<file path="src/rtl/load_store_unit.sv">
// load_store_unit: bridges MEM-stage load/store requests to a word-addressed
// data memory with a fixed access latency of WAIT_CYCLES cycles.
// Sub-word stores use read-modify-write. Loads are lane-aligned and then
// sign- or zero-extended. req_ready stalls the pipeline until the access ends.
// Optional feature: define MISALIGN_TRAP_EN to trap misaligned half/word
// requests (resp_err=1, no memory access). Without it, resp_err is tied 0 and
// misaligned accesses are aligned down.
module load_store_unit #(
  parameter int WAIT_CYCLES = 4,
  parameter int ADDR_W      = 10
) (
  input  logic        clk,
  input  logic        rst_n,
  input  logic        req_valid,
  output logic        req_ready,
  input  logic        req_we,
  input  logic [1:0]  req_size,
  input  logic        req_signed,
  input  logic [31:0] req_addr,
  input  logic [31:0] req_wdata,
  output logic [31:0] mem_addr,
  output logic [31:0] mem_wdata,
  output logic        mem_read,
  output logic        mem_write,
  input  logic [31:0] mem_rdata,
  output logic        resp_valid,
  output logic [31:0] resp_data,
  output logic        resp_err
);

  localparam int CNT_W = (WAIT_CYCLES > 1) ? $clog2(WAIT_CYCLES) : 1;
  localparam logic [CNT_W-1:0] CNT_LAST = CNT_W'(WAIT_CYCLES - 1);

  typedef enum logic [1:0] {
    IDLE  = 2'd0,
    READ  = 2'd1,
    WRITE = 2'd2,
    DONE  = 2'd3
  } state_t;

  state_t            state, state_next;
  logic [CNT_W-1:0]  cnt;
  logic              cnt_last;
  logic              accept;
  logic              misaligned;

  // Request fields latched on accept; they stay stable for the whole access.
  logic              we_q;
  logic [1:0]        size_q;
  logic              signed_q;
  logic [ADDR_W+1:0] addr_q;
  logic [31:0]       wdata_q;
  logic [31:0]       rdata_q;
  logic [31:0]       resp_data_q;

  // Address bits above the memory depth are deliberately dropped (wrap-around).
  logic unused_addr_bits;
  assign unused_addr_bits = ^req_addr[31:ADDR_W+2];

  // Extract the addressed lane(s) of a memory word and extend to 32 bits.
  function automatic logic [31:0] load_extend(input logic [31:0] word,
                                              input logic [1:0]  size,
                                              input logic        sgn,
                                              input logic [1:0]  lane);
    logic [7:0]  b;
    logic [15:0] h;
    b = word[{lane, 3'b000} +: 8];
    h = word[{lane[1], 4'b0000} +: 16];
    case (size)
      2'b00:   load_extend = {{24{sgn & b[7]}}, b};
      2'b01:   load_extend = {{16{sgn & h[15]}}, h};
      default: load_extend = word;
    endcase
  endfunction

  // Replace only the addressed lane(s) of the old word with store data.
  function automatic logic [31:0] store_merge(input logic [31:0] old,
                                              input logic [31:0] wdata,
                                              input logic [1:0]  size,
                                              input logic [1:0]  lane);
    logic [31:0] merged;
    merged = old;
    case (size)
      2'b00:   merged[{lane, 3'b000} +: 8]      = wdata[7:0];
      2'b01:   merged[{lane[1], 4'b0000} +: 16] = wdata[15:0];
      default: merged = wdata;
    endcase
    store_merge = merged;
  endfunction

`ifdef MISALIGN_TRAP_EN
  logic err_q;

  assign misaligned = ((req_size == 2'b01) && req_addr[0]) ||
                      (req_size[1] && (req_addr[1:0] != 2'b00));
  assign resp_err   = (state == DONE) && err_q;

  // Remember whether the accepted request was trapped as misaligned.
  always_ff @(posedge clk or negedge rst_n) begin
    if (!rst_n)      err_q <= 1'b0;
    else if (accept) err_q <= misaligned;
  end
`else
  assign misaligned = 1'b0;
  assign resp_err   = 1'b0;
`endif

  assign accept   = (state == IDLE) && req_valid;
  assign cnt_last = (cnt == CNT_LAST);

  // State register and per-state cycle counter.
  // NOTE: sequential state uses non-blocking (<=) so every flop samples
  // pre-edge values; blocking here would create order-dependent simulation.
  always_ff @(posedge clk or negedge rst_n) begin
    if (!rst_n) begin
      state <= IDLE;
      cnt   <= '0;
    end else begin
      state <= state_next;
      if ((state_next != state) || (state == IDLE)) cnt <= '0;
      else                                          cnt <= cnt + 1'b1;
    end
  end

  // Next-state decode and per-state control outputs.
  // NOTE: every output gets a default before the case so no path leaves a
  // signal unassigned, which would otherwise infer a latch.
  always_comb begin
    state_next = state;
    req_ready  = 1'b0;
    mem_read   = 1'b0;
    mem_write  = 1'b0;
    resp_valid = 1'b0;
    case (state)
      IDLE: begin
        req_ready = 1'b1;
        if (req_valid) begin
          if (misaligned)                state_next = DONE;
          else if (req_we && req_size[1]) state_next = WRITE;
          else                            state_next = READ;
        end
      end
      READ: begin
        mem_read = 1'b1;
        if (cnt_last) state_next = we_q ? WRITE : DONE;
      end
      WRITE: begin
        mem_write = 1'b1;
        if (cnt_last) state_next = DONE;
      end
      DONE: begin
        resp_valid = 1'b1;
        state_next = IDLE;
      end
      default: state_next = IDLE;
    endcase
  end

  // Request latch, read-data capture and load result register.
  always_ff @(posedge clk or negedge rst_n) begin
    if (!rst_n) begin
      we_q        <= 1'b0;
      size_q      <= 2'b00;
      signed_q    <= 1'b0;
      addr_q      <= '0;
      wdata_q     <= 32'h0;
      rdata_q     <= 32'h0;
      resp_data_q <= 32'h0;
    end else if (accept) begin
      we_q        <= req_we;
      size_q      <= req_size;
      signed_q    <= req_signed;
      addr_q      <= req_addr[ADDR_W+1:0];
      wdata_q     <= req_wdata;
      resp_data_q <= 32'h0;
    end else if ((state == READ) && cnt_last) begin
      rdata_q <= mem_rdata;
      if (!we_q) resp_data_q <= load_extend(mem_rdata, size_q, signed_q, addr_q[1:0]);
    end
  end

  assign mem_addr  = {{(32-ADDR_W){1'b0}}, addr_q[ADDR_W+1:2]};
  assign mem_wdata = (state == WRITE) ? store_merge(rdata_q, wdata_q, size_q, addr_q[1:0])
                                      : 32'h0;
  assign resp_data = resp_data_q;

endmodule
</file>
<file path="config.mk">
export PLATFORM = sky130hd
export DESIGN_NAME = load_store_unit
export DESIGN_NICKNAME = d
export VERILOG_FILES = /design/src/rtl/load_store_unit.sv
export SDC_FILE = /design/constraint.sdc
export NUM_CORES = 1
export LEC_CHECK = 0
export CAP_MARGIN = 20
export CORE_MARGIN = 10
export CORE_UTILIZATION = 43
export DETAILED_ROUTE_END_ITERATION = 12
export PLACE_DENSITY_LB_ADDON = 0.12
export SLEW_MARGIN = 20
export SYNTH_ARGS = -nofsm -noshare
export SYNTH_HDL_FRONTEND = slang
export SYNTH_SLANG_ARGS = --single-unit
</file>
<file path="constraint.sdc">
create_clock -name clk -period 2.5 [get_ports clk]
set_clock_uncertainty 0.15 [all_clocks]
set_input_delay 0.375 -clock clk [delete_from_list [all_inputs] [get_ports clk]]
set_output_delay 0.375 -clock clk [all_outputs]
set_load 0.02 [all_outputs]
</file>
=== Yosys cells after proc, flatten, opt, wreduce, memory -nomap -nowiden ===
Index checks and enable logic that the tools add are counted.

* Register bits after elaboration: 116
* Input port bits: 103
* Output and inout bits: 101

* $add $sub $neg: 3
* Eq/ne operators: 7
* Shift operators: 6
* Muxes and demuxes: 19
* Bitwise logic cells: 3
* Reduce and logical (&&, ||, !) cells: 9

{| class="wikitable"
|+ Operators by type and width
! cell !! count
|-
| two-way mux 32 bit || 4
|-
| one-hot mux 32 bit (2 select lines) || 2
|-
| bitwise mux 32 bit || 2
|-
| variable shift 16 x 7 -> 32 bit (first input constant) || 1
|-
| variable shift 8 x 7 -> 32 bit (first input constant) || 1
|-
| variable part select 16 x 7 -> 32 bit || 1
|-
| variable part select 32 x 6 -> 16 bit || 1
|-
| variable part select 32 x 6 -> 8 bit || 1
|-
| variable part select 8 x 7 -> 32 bit || 1
|-
| negation 5 -> 7 bit || 2
|-
| two-way mux 2 bit || 5
|-
| one-hot mux 2 bit (4 select lines) || 1
|-
| == test 2 bit (second input constant) || 3
|-
| two-way mux 1 bit || 5
|-
| == test 2 x 1 -> 1 bit (second input constant) || 2
|-
| zero test 2 bit || 2
|-
| AND reduction 2 bit || 2
|-
| logical AND 1 bit || 3
|-
| adder 2 x 1 -> 2 bit (second input constant) || 1
|-
| AND 1 bit || 2
|-
| inequality test 2 bit || 1
|-
| inequality test 2 bit (second input constant) || 1
|-
| nonzero test 2 bit || 1
|-
| logical OR 1 bit || 1
|-
| NOT 1 bit || 1
|}

=== Depth between registers and ports, before layout ===
* Word-level depth: 7
* Gate-level depth with buffers: 9
* Depth with buffers taken out: 6

=== Worst setup path after synthesis ===
Ideal clock, no wire load.

* Kind: reg-to-output
* From: reg addr_q[1]
* To: out mem_wdata[30]
* Data arrival time: 2488 ps
* Required time: 1975 ps
* Setup slack: -513 ps
* Cell stages (with the launch flop): 9
* Path buffers: 2
* Path through: dfrtp_1 > buf_6 > buf_6 > inv_2 > ha_1 > nand3b_1 > nor3_4 > a221oi_1 > a2111oi_1

* Cells in the longest elaborated chain, start to end: 5

{| class="wikitable"
|+ RTL lines
! what !! RTL line !! text
|-
| start: declaration || 51 || <nowiki>logic [ADDR_W+1:0] addr_q;</nowiki>
|-
| start signal: assignment || 173 || <nowiki>addr_q <= req_addr[ADDR_W+1:0];</nowiki>
|-
| negation 5 -> 7 bit (on tied branches) || 85, 84 ||
|-
| variable part select 16 x 7 -> 32 bit, or another cell as far along || 85 || <nowiki>2'b01: merged[{lane[1], 4'b0000} +: 16] = wdata[15:0];</nowiki>
|-
| bitwise mux 32 bit (on tied branches) || 85, 84 ||
|-
| one-hot mux 32 bit (2 select lines) * || 83 || <nowiki>case (size)</nowiki>
|-
| two-way mux 32 bit * || 183 || <nowiki>assign mem_wdata = (state == WRITE) ? store_merge(rdata_q, wdata_q, size_q, addr_q[1:0])</nowiki>
|-
| end: declaration || 22 || <nowiki>output logic [31:0] mem_wdata,</nowiki>
|}

Mark *: on every way between the ends. The rest lies on a longest branch, timed or not.

=== Final worst setup path ===
* From: reg addr_q[0]
* To: out mem_wdata[0]

* Cells in the longest elaborated chain, start to end: 5

{| class="wikitable"
|+ RTL lines
! what !! RTL line !! text
|-
| negation 5 -> 7 bit * || 84 || <nowiki>2'b00: merged[{lane, 3'b000} +: 8] = wdata[7:0];</nowiki>
|-
| variable part select 8 x 7 -> 32 bit / variable shift 8 x 7 -> 32 bit (equally long branches) || 84 ||
|-
| bitwise mux 32 bit * || 84 ||
|-
| one-hot mux 32 bit (2 select lines) * || 83 ||
|-
| two-way mux 32 bit * || 183 ||
|}

Marked as above.

==> results.toml <==
[outcome]
run_status = "complete, but fails checks"
failing_checks = "setup timing"

[worst_setup_path]
path_depth = 8
critical_path.startpoint_type = "flip-flop"
cp.buffers_inverters = 4
critical_path_peak_fanout = 7
end_kind = "output pin"
worst-r2r-cell-count = 7
worst_ep_required_time_ps = 1980
cpLargestDelayFamily = "buffers and inverters"
critical_path.startpoint = "addr_q[0]"
path_common_cell = "sky130_fd_sc_hd__buf_4"
path_cells = "inv_2 > ha_4 > buf_4 > nor3_4 > buf_6 > o21ai_1 > a221oi_2 > buf_4"
endpoint_of_the_worst_setup_timing_path = "mem_wdata[0]"
regToRegSetupSlack_ps = 180
worstReg2RegEnd = "resp_data[9]"
crit_arrival_ps = 2230
timing.rr.start = "addr_q[1]"
crit_path_top_delay_cell = "sky130_fd_sc_hd__dfrtp_1"
path_class = "reg2out"
timing.critical_path.slowest_cell_delay_ps = 390

[placed_design]
pre_cts_slack_ps = -430.2
finalWeightedCongestion = 0.8608
hpwlAfterDp_um = 16810
dp.cells = 957
post_dp_cell_area_um2 = 8710
numPortBuffers = 160

[sta]
fin_worst_hold_slack_ps = 336.7
final_cycle_share = 1.101
setup_total_negative_slack_ps = -5875
timing.final.crit_period_ps = 2753
maxSlewHeadroom = 0.5847
worst_slew_pin_slew_ps = 621.6
slew_violations = 0
grt_setup_unrepaired = "true"
finalSetupViolations = 32
hold_viol_final = 0
fmaxAchievable_ghz = 0.3633
layout_setup_ws_ps = -252.5

[grt]
first_global_vias = 5913
grt_antenna_before_repair = 0
grtUsageTotal = 0.2190
grt_pass1_wl_um = 34380
grt_start_max_net_pins = 51
overflow = 0

[cts]
cts_buffers = 17
htree_num_levels = 4
cts.reportedPaths.clkPinSlew_ps = 60
cts_root_buffer = "sky130_fd_sc_hd__clkbuf_16"
cts-root-to-sink-buffers = 2
tritoncts = "built"
cts.sink_count = 116
clkLatencyLatePin_ps = 410

[drt]
drtIter0Drc = 418
routed_via_density = 5.701
drc = 0
postRouteAntennaNets = 0
wl_per_cell_um = 23.00
routed-via-count = 5661
drt-total-wl_um = 22840
drtPass1Iterations = 6

[floorplan]
die_width_um = 142.8
pin_count = 204
rows = 44
die_height_um = 142.8
initial_utilization = 0.4429
die_outline_area_um2 = 20400
core_area_um2 = 14640

[finish]
layout.nets = 906
nFillCells = 1180
layout.cells.non_filler = 993
final_cell_area_excluding_filler_cells_um2 = 9359
utilization = 0.6391
syn2layout_area_growth_pct = 44.29
layout-drive-gt1-share = 0.3300
antennaDiodeCount = 0

[yosys]
post-synth-top-area-cell = "sky130_fd_sc_hd__dfrtp_1"
synth.cell_area_um2 = 6486
portion_of_the_post_synthesis_area_used_by_sequential_elements = 0.4475
synth.area.top_cells = "sky130_fd_sc_hd__dfrtp_1, sky130_fd_sc_hd__mux2_2, sky130_fd_sc_hd__nand2_1, sky130_fd_sc_hd__buf_4, sky130_fd_sc_hd__a221oi_1"
async_set_or_reset_register_ratio_after_synthesis = 1.000
syn-instance-count = 606
syn-mean-instance-area_um2 = 10.70
synth_edf_count = 0
synth.yosys.warnings = 0
yosys_most_used_dff = "sky130_fd_sc_hd__dfrtp_1"
synth_cell_types = 46
netlist.area_leader.share = 0.4475
register_bit_count_reported_by_yosys = 116

[hold_path]
holdCritPathClass = "reg2reg"

[pwr]
power_leakage_nw = 4.010
power-per-cell-area_nw_per_um2 = 1261
peakVddDrop_uv = 701.3
total_power_mw = 11.80

[job]
max-cap-violations = 0
cells by family (layout without fill, tap and decap cells):
| kind of cell | count (synthesis) | after routing | synth area share |
|---|---|---|---|
| AOI/OAI and AO/OA | 150 | 150 | 0.1696 |
| adders and majority gates | 7 | 7 | 0.01350 |
| buffers and inverters | 88 | 269 | 0.07716 |
| DFF | 116 | 116 | 0.4475 |
| muxes | 105 | 105 | 0.1802 |
| other | 1 | 23 | 0.0005781 |
| and+or+nand+nor | 139 | 139 | 0.1115 |
worst register-to-register path: stages (launching register included):
cell and delay, ps:
sky130_fd_sc_hd__dfrtp_2 450, sky130_fd_sc_hd__buf_4 170, sky130_fd_sc_hd__buf_12 130, sky130_fd_sc_hd__buf_4 180, sky130_fd_sc_hd__mux2_4 340, sky130_fd_sc_hd__a221oi_4 410, sky130_fd_sc_hd__nand2_1 120, sky130_fd_sc_hd__a32o_1 260
how the worst min path moves through the flow:
stage / from / endpoint / slack, ps / depth (start not counted)
floorplan: rst_n / addr_q[0] / -70 / 0
global placement: rst_n / addr_q[2] / 240 / 1
detailed placement: rst_n / addr_q[3] / 250 / 1
CTS: cnt[0] / cnt[0] / 340 / 1
global route: cnt[0] / cnt[0] / 360 / 1
finish: cnt[0] / cnt[0] / 340 / 1
where the power goes:
part	leakage, nW	switching [mW]	internal (mW)	total [mW]
Combinational	2.31	3.05	2.89	5.94
Clock	0.267	0.938	1.33	2.27
Sequential	1.43	0.921	2.67	3.59
Total	4.01	4.91	6.89	11.8
flip-flops by register name, indices dropped and copies added (netlist names):
name       count
rdata_q       32
resp_data     32
addr_q        12
signed_q       1
state          2
size_q         2
we_q           1
cnt            2
wdata_q       32
cells in the mapped netlist (2+ instances only):
master,number
sky130_fd_sc_hd__dfrtp_1,116
sky130_fd_sc_hd__mux2_2,86
sky130_fd_sc_hd__nand2_1,73
sky130_fd_sc_hd__buf_4,35
sky130_fd_sc_hd__a221oi_1,24
sky130_fd_sc_hd__a22oi_1,23
sky130_fd_sc_hd__o21ai_0,23
sky130_fd_sc_hd__nand2b_1,20
sky130_fd_sc_hd__buf_2,19
sky130_fd_sc_hd__nor2b_1,19
sky130_fd_sc_hd__mux2i_1,17
sky130_fd_sc_hd__o22ai_1,16
sky130_fd_sc_hd__clkbuf_1,15
sky130_fd_sc_hd__o21ai_1,15
sky130_fd_sc_hd__inv_1,13
sky130_fd_sc_hd__a21oi_1,11
sky130_fd_sc_hd__a2111oi_1,8
sky130_fd_sc_hd__a22o_1,8
sky130_fd_sc_hd__a32o_1,8
sky130_fd_sc_hd__nor2_1,8
sky130_fd_sc_hd__a222oi_1,7
sky130_fd_sc_hd__ha_1,7
sky130_fd_sc_hd__and2_1,3
sky130_fd_sc_hd__inv_2,3
sky130_fd_sc_hd__nand3b_1,3
sky130_fd_sc_hd__a211oi_1,2
sky130_fd_sc_hd__buf_6,2
sky130_fd_sc_hd__mux2_4,2
sky130_fd_sc_hd__nor3b_1,2
sky130_fd_sc_hd__or2_1,2
layer usage:
metal | vias up | part of all wire | global-route usage | wire length, um
li1 | 2564 | - | - | -
met1 | 2830 | 0.42 | 0.2718 | 9684
met2 | 238 | 0.48 | 0.3595 | 11010
met3 | 29 | 0.077 | 0.07131 | 1750
met4 | 0 | 0.017 | 0.05700 | 393
met5 | - | 0 | 0 | 0
layout make-up:
type / instances / area [um2] / share of cell area
multi-input combinational: 424 / 3507 / 0.3747
inverter: 16 / 71.32 / 0.007620
sequential: 116 / 2904 / 0.3103
timing repair buffer: 221 / 2095 / 0.2238
clock buffer: 19 / 452.9 / 0.04840
tap: 184 / 230.2 / 0.02460
clock inverter: 13 / 98.84 / 0.01056
cells in the final DEF, fill, tap and decap left out, types with 19 or more instances in the layout:
cell type	netlist	final
sky130_fd_sc_hd__mux2_2	86	86
sky130_fd_sc_hd__nand2_1	73	73
sky130_fd_sc_hd__a221oi_2	0	19
sky130_fd_sc_hd__a22oi_1	23	23
sky130_fd_sc_hd__conb_1	1	23
sky130_fd_sc_hd__nand2b_1	20	19
sky130_fd_sc_hd__dfrtp_1	116	115
sky130_fd_sc_hd__nor2b_1	19	19
sky130_fd_sc_hd__buf_4	35	81
sky130_fd_sc_hd__clkdlybuf4s50_1	0	127
timing repair:
action	CTS	global route
hold endpoints to repair	35	0
pin swaps	20	11
hold buffers	1	0
setup endpoints to repair	32	33
gates resized for setup	193	8
buffers inserted	2	1
(Power assumes the default switching activity.)
